**config.mk**
```make
export PLATFORM = sky130hd
export DESIGN_NAME = fsm_seq
export DESIGN_NICKNAME = d
export VERILOG_FILES = /design/src/rtl/fsm_seq.sv
export SDC_FILE = /design/constraint.sdc
export NUM_CORES = 1
export LEC_CHECK = 0
export CORE_MARGIN = 2
export CORE_UTILIZATION = 35
export DETAILED_ROUTE_END_ITERATION = 7
export GPL_ROUTABILITY_DRIVEN = 1
export HOLD_SLACK_MARGIN = 0.06
export PLACE_DENSITY = 0.59
export SYNTH_ARGS = -nofsm -noshare
export SYNTH_HDL_FRONTEND = slang
export SYNTH_SLANG_ARGS = --single-unit
export TNS_END_PERCENT = 30
```
**constraint.sdc**
```tcl
create_clock -name clk -period 3.2 [get_ports clk]
set_input_delay 0.32 -clock clk [delete_from_list [all_inputs] [get_ports clk]]
set_output_delay 0.32 -clock clk [all_outputs]
set_load 0.02 [all_outputs]
```
**src/rtl/fsm_seq.sv**
```systemverilog
// Instruction sequencer: fetches pcdata at pc_sel, executes one instruction per cycle
// with counted and event waits. Optional single-step gating via macro FSM_SEQ_STEP_EN.
module fsm_seq #(
    parameter int NUM_IR   = 32,
    parameter int START_PC = 0,
    parameter int CNT_W    = 16
) (
    input  logic        clk,
    input  logic        rst_n,
`ifdef FSM_SEQ_STEP_EN
    input  logic        step_en,
    input  logic        step,
`endif
    input  logic        start,
    input  logic        abort,
    input  logic [31:0] pcdata,
    input  logic [7:0]  ev_in,
    output logic [7:0]  pc_sel,
    output logic [15:0] ctrl_out,
    output logic        busy,
    output logic        done,
    output logic        err,
    output logic [1:0]  err_code
);

    localparam logic [3:0] OP_NOP  = 4'h0;
    localparam logic [3:0] OP_SET  = 4'h1;
    localparam logic [3:0] OP_WAIT = 4'h2;
    localparam logic [3:0] OP_JMP  = 4'h3;
    localparam logic [3:0] OP_LDLP = 4'h4;
    localparam logic [3:0] OP_LOOP = 4'h5;
    localparam logic [3:0] OP_WEV  = 4'h6;
    localparam logic [3:0] OP_HALT = 4'hF;

    localparam logic [1:0] ERR_OPCODE  = 2'd1;
    localparam logic [1:0] ERR_PC      = 2'd2;
    localparam logic [1:0] ERR_TIMEOUT = 2'd3;

    localparam logic [8:0]       PC_LIMIT = 9'(NUM_IR);
    localparam logic [7:0]       PC_START = 8'(START_PC);
    localparam logic [CNT_W-1:0] CNT_ONE  = CNT_W'(1);

    typedef enum logic [2:0] {
        S_IDLE,
        S_RUN,
        S_WAITC,
        S_WAITE,
        S_DONE,
        S_ERROR
    } state_t;

    state_t           state_reg;
    logic [7:0]       pc_reg;
    logic [15:0]      ctrl_reg;
    logic [1:0]       err_code_reg;
    logic [CNT_W-1:0] cnt_reg;
    logic [CNT_W-1:0] loop_cnt_reg;

    logic [3:0]       op;
    logic [3:0]       sub;
    logic [7:0]       tgt;
    logic [CNT_W-1:0] imm;
    logic [8:0]       pc_inc;
    logic             inc_ok;
    logic             tgt_ok;
    logic             ev_hit;
    logic [CNT_W-1:0] loop_dec;
    logic             exec;
    logic             unused_bits;

    assign op          = pcdata[31:28];
    assign sub         = pcdata[27:24];
    assign tgt         = pcdata[23:16];
    assign imm         = CNT_W'(pcdata[15:0]);
    assign unused_bits = sub[3];

    // Range checks are done one bit wider so pc+1 from slot 255 cannot wrap to a legal PC.
    assign pc_inc   = {1'b0, pc_reg} + 9'd1;
    assign inc_ok   = (pc_inc < PC_LIMIT);
    assign tgt_ok   = ({1'b0, tgt} < PC_LIMIT);
    assign ev_hit   = ev_in[sub[2:0]];
    assign loop_dec = loop_cnt_reg - CNT_ONE;

`ifdef FSM_SEQ_STEP_EN
    assign exec = !step_en || step;
`else
    assign exec = 1'b1;
`endif

    always_ff @(posedge clk or negedge rst_n) begin
        if (!rst_n) begin
            state_reg    <= S_IDLE;
            pc_reg       <= PC_START;
            ctrl_reg     <= '0;
            err_code_reg <= '0;
            cnt_reg      <= '0;
            loop_cnt_reg <= '0;
        end else if (abort) begin
            state_reg    <= S_IDLE;
            pc_reg       <= PC_START;
            ctrl_reg     <= '0;
            err_code_reg <= '0;
            cnt_reg      <= '0;
            loop_cnt_reg <= '0;
        end else begin
            case (state_reg)
                S_RUN: begin
                    if (exec) begin
                        case (op)
                            OP_NOP, OP_SET, OP_LDLP: begin
                                if (op == OP_SET)
                                    ctrl_reg <= pcdata[15:0];
                                if (op == OP_LDLP)
                                    loop_cnt_reg <= imm;
                                if (inc_ok) begin
                                    pc_reg <= pc_inc[7:0];
                                end else begin
                                    state_reg    <= S_ERROR;
                                    err_code_reg <= ERR_PC;
                                end
                            end
                            OP_WAIT: begin
                                if (imm != '0) begin
                                    cnt_reg   <= imm - CNT_ONE;
                                    state_reg <= S_WAITC;
                                end else if (inc_ok) begin
                                    pc_reg <= pc_inc[7:0];
                                end else begin
                                    state_reg    <= S_ERROR;
                                    err_code_reg <= ERR_PC;
                                end
                            end
                            OP_JMP: begin
                                if (tgt_ok) begin
                                    pc_reg <= tgt;
                                end else begin
                                    state_reg    <= S_ERROR;
                                    err_code_reg <= ERR_PC;
                                end
                            end
                            OP_LOOP: begin
                                if (loop_cnt_reg != '0)
                                    loop_cnt_reg <= loop_dec;
                                // Branch back only while the decremented count is still non-zero.
                                if (loop_cnt_reg != '0 && loop_dec != '0) begin
                                    if (tgt_ok) begin
                                        pc_reg <= tgt;
                                    end else begin
                                        state_reg    <= S_ERROR;
                                        err_code_reg <= ERR_PC;
                                    end
                                end else if (inc_ok) begin
                                    pc_reg <= pc_inc[7:0];
                                end else begin
                                    state_reg    <= S_ERROR;
                                    err_code_reg <= ERR_PC;
                                end
                            end
                            OP_WEV: begin
                                if (ev_hit) begin
                                    if (inc_ok) begin
                                        pc_reg <= pc_inc[7:0];
                                    end else begin
                                        state_reg    <= S_ERROR;
                                        err_code_reg <= ERR_PC;
                                    end
                                end else begin
                                    cnt_reg   <= imm;
                                    state_reg <= S_WAITE;
                                end
                            end
                            OP_HALT: begin
                                state_reg <= S_DONE;
                            end
                            default: begin
                                state_reg    <= S_ERROR;
                                err_code_reg <= ERR_OPCODE;
                            end
                        endcase
                    end
                end
                S_WAITC: begin
                    if (cnt_reg == '0) begin
                        if (inc_ok) begin
                            pc_reg    <= pc_inc[7:0];
                            state_reg <= S_RUN;
                        end else begin
                            state_reg    <= S_ERROR;
                            err_code_reg <= ERR_PC;
                        end
                    end else begin
                        cnt_reg <= cnt_reg - CNT_ONE;
                    end
                end
                S_WAITE: begin
                    // pc_sel holds during the wait, so pcdata still carries the WEV word.
                    if (ev_hit) begin
                        if (inc_ok) begin
                            pc_reg    <= pc_inc[7:0];
                            state_reg <= S_RUN;
                        end else begin
                            state_reg    <= S_ERROR;
                            err_code_reg <= ERR_PC;
                        end
                    end else if (imm != '0) begin
                        if (cnt_reg <= CNT_ONE) begin
                            cnt_reg      <= '0;
                            state_reg    <= S_ERROR;
                            err_code_reg <= ERR_TIMEOUT;
                        end else begin
                            cnt_reg <= cnt_reg - CNT_ONE;
                        end
                    end
                end
                default: begin
                    if (start) begin
                        state_reg    <= S_RUN;
                        pc_reg       <= PC_START;
                        err_code_reg <= '0;
                        loop_cnt_reg <= '0;
                    end
                end
            endcase
        end
    end

    assign pc_sel   = pc_reg;
    assign ctrl_out = ctrl_reg;
    assign err_code = err_code_reg;
    assign busy     = (state_reg == S_RUN) || (state_reg == S_WAITC) || (state_reg == S_WAITE);
    assign done     = (state_reg == S_DONE);
    assign err      = (state_reg == S_ERROR);

endmodule
```
==> summary.txt <==
status: finished, final reports clean
GPL Wtd Cong: 0.917
Gate Count Post-Synth: 640
Layout area overhead: 30.7%
fin crit period: 3.02 ns
drt first pass iters: 5
ys async rst share: 100%
Primary FF master, synth: dfrtp_1
pin count of the biggest net entering global routing: 43
clk root buf: clkbuf_16
Critical Path AT: 3.30 ns
Register-to-Register Path Depth: 8
later-pin clock latency in the skew report: 0.34 ns
synthesized cell area: 4960 sq um
M1 WL: 7180 um
clk slew on worst S/H paths: 0.06 ns
synthesized flop and latch total: 61
relative slew slack: 50.8%
Final ANT Viol Nets: 0
vias in the first global route: 5133
Fmax: 331 MHz
Net Count, Synth: 690
Syn Area/Cell: 7.75 sq um
post-CTS sizing: 0
clk sinks: 61
R2R Setup Slk: 0.18 ns
Cell variety after synth: 70
cell area after layout: 6480 sq um
Die Wd: 123 um
Max clock buf depth: 2
Vias/cell: 5.83
Final HPWL DP: 11800 um
Final period util: 94.4%
clock skew: 0.0122 ns
Critical Path Start Type: flip-flop
DR vias: 5344
Core Area: 13900 sq um
CP startpoint: cnt_reg[9]
routed wl met3: 924 um
first-pass GRT wire length: 26100 um
highest-count cells in the layout ignoring fill and taps: nor2_1 (96), clkdlybuf4s50_1 (70), nand2_1 (63)
Die Span Y: 123 um
GRT Total Usage: 21.9%
worst hold slack: 0.498 ns
crit end category: flip-flop
I/O pin count: 73
setup TNS after final layout: 0 ns
1st-iter DRT viols: 348
PwrDens: 518 nW/um^2
IO buf count: 71
cts bufs inserted: 9
drt wl/cell: 17.7 um
total congestion overflow: 0
max cap viols: 0
share of cells above drive strength 1: 12.4%
Starting Density: 35.7%
Nets: 781
final slew viol count: 0
worst endpoint required time: 3.48 ns
Finished Layout Cells: 916
antenna violations before repair: 0
DR top layer: met4
TritonCTS clock tree: yes
EDFF count, synth: 0
P_leak: 0.00276 uW
Max IR drop VDD: 0.000230 V
Placed Area: 6130 sq um
DP Cell Count: 898
Final Core Density: 46.7%
Reg2Reg Capture Point: err_code[1]
commonest non-fill, non-tap cell in the layout: nor2_1
R2R Path Start: cnt_reg[9]
Cell Rows: 43
residual DRC count: 0
actual slew at the worst max-slew pin: 0.736 ns
Setup-failing EPs final: 0
worst setup path class: reg -> reg
H-tree depth: 3
sequential area share after synthesis: 30.8%
routed wire length: 16200 um
metal2 WL: 7740 um
antenna fix cells: 0
warnings from Yosys: 0
crit path max fanout: 5
Fin. Hold Viols: 0
worst hold path type: in -> async
RSZ-0062 raised after global routing: no
DIE AREA: 15100 sq um
routing by layer:
layer,up-vias,global-route usage (%)
li1,2525,-
met4,0,8.17
met2,202,37.1
met1,2589,28.3
met5,-,0
met3,28,3.18
what timing repair did:
action | 4_1_cts | 5_1_grt
endpoints found under the setup margin | 0 | 1
hold buffers | 1 | 0
buffers inserted | 0 | 1
endpoints found under the hold margin | 19 | 0
cell families (layout without fill, tap and decap cells):
kind of cell / count (synthesis) / after routing / synth area share (%)
AND/OR/NAND/NOR: 276 / 276 / 27.4
AO/OA/AOI/OAI: 190 / 190 / 24.8
flip-flops: 61 / 61 / 30.8
buffers and inverters: 53 / 149 / 4.54
multiplexers: 32 / 32 / 7.07
XOR/XNOR: 22 / 22 / 3.89
adder cells (fa/ha/maj): 6 / 6 / 1.51
where the power goes:
| part | switching, uW | leakage, uW | internal, uW |
|---|---|---|---|
| Clock | 373 | 0.000163 | 722 |
| Sequential | 99.5 | 0.000837 | 842 |
| Combinational | 744 | 0.00176 | 579 |
| Total | 1220 | 0.00276 | 2140 |
critical path, stage by stage, from the launching register on:
cell,delay (ns)
dfrtp_1,0.42
or4_4,0.53
or4_4,0.53
nor2_1,0.20
a21oi_1,0.11
a21o_1,0.22
or3_1,0.46
a311oi_1,0.30
o22a_1,0.18
worst max-delay path by stage:
| stage | end |
|---|---|
| final | err_code[1] |
| after global routing | pc_sel[3] |
| after CTS | loop_cnt_reg[7] |
| after detailed placement | loop_cnt_reg[2] |
| after global placement | loop_cnt_reg[5] |
| after floorplan | err_code[1] |
layout make-up:
type	count	area (sq um)
Sequential cell	61	1530
Inverter	9	33.8
Clock inverter	4	70.1
Clock buffer	12	256
Multi-Input combinational cell	526	3210
Fill cell	1395	7400
Tap cell	180	225
Timing Repair Buffer	124	1160
metrics by stage:
step | setup WS [ns] | power [uW]
5_1_grt | 0.0234 | 3550
2_1_floorplan | 0.257 | 1760
4_1_cts | 0.159 | 3360
3_5_place_dp | 0.0880 | 2260
3_3_place_gp | 0.112 | 2230
6_report | 0.179 | 3360
synth_stat cells (all sizes together), types with 3 or more instances:
library cell	instances	area (sq um)
buf	7	52.5
nand2	63	236
xor2	13	114
nor3b	10	86.3
a21o	6	45.0
or3	9	56.3
inv	9	33.8
and2	4	25.0
o211ai	3	22.5
or2	3	18.8
and3	5	31.3
or4	7	60.1
nor4	13	87.6
a221o	4	40.0
o21ai	57	293
nand3b	5	37.5
o31ai	4	30.0
o32ai	5	43.8
o21a	4	30.0
a221oi	4	35.0
nand3	11	55.1
o22ai	9	56.3
nor3	26	130
nand4	4	25.0
dfrtp	61	1530
clkbuf	37	139
nand2b	9	63.8
ha	6	75.1
a21boi	4	30.0
nor2b	5	31.3
mux2i	26	260
xnor2	9	78.8
a211oi	7	65.1
nor2	96	360
a21oi	47	239
a31oi	4	25.0
mux2	4	45.0
a311oi	3	26.3
a22oi	11	82.6
(Power assumes the default switching activity.)
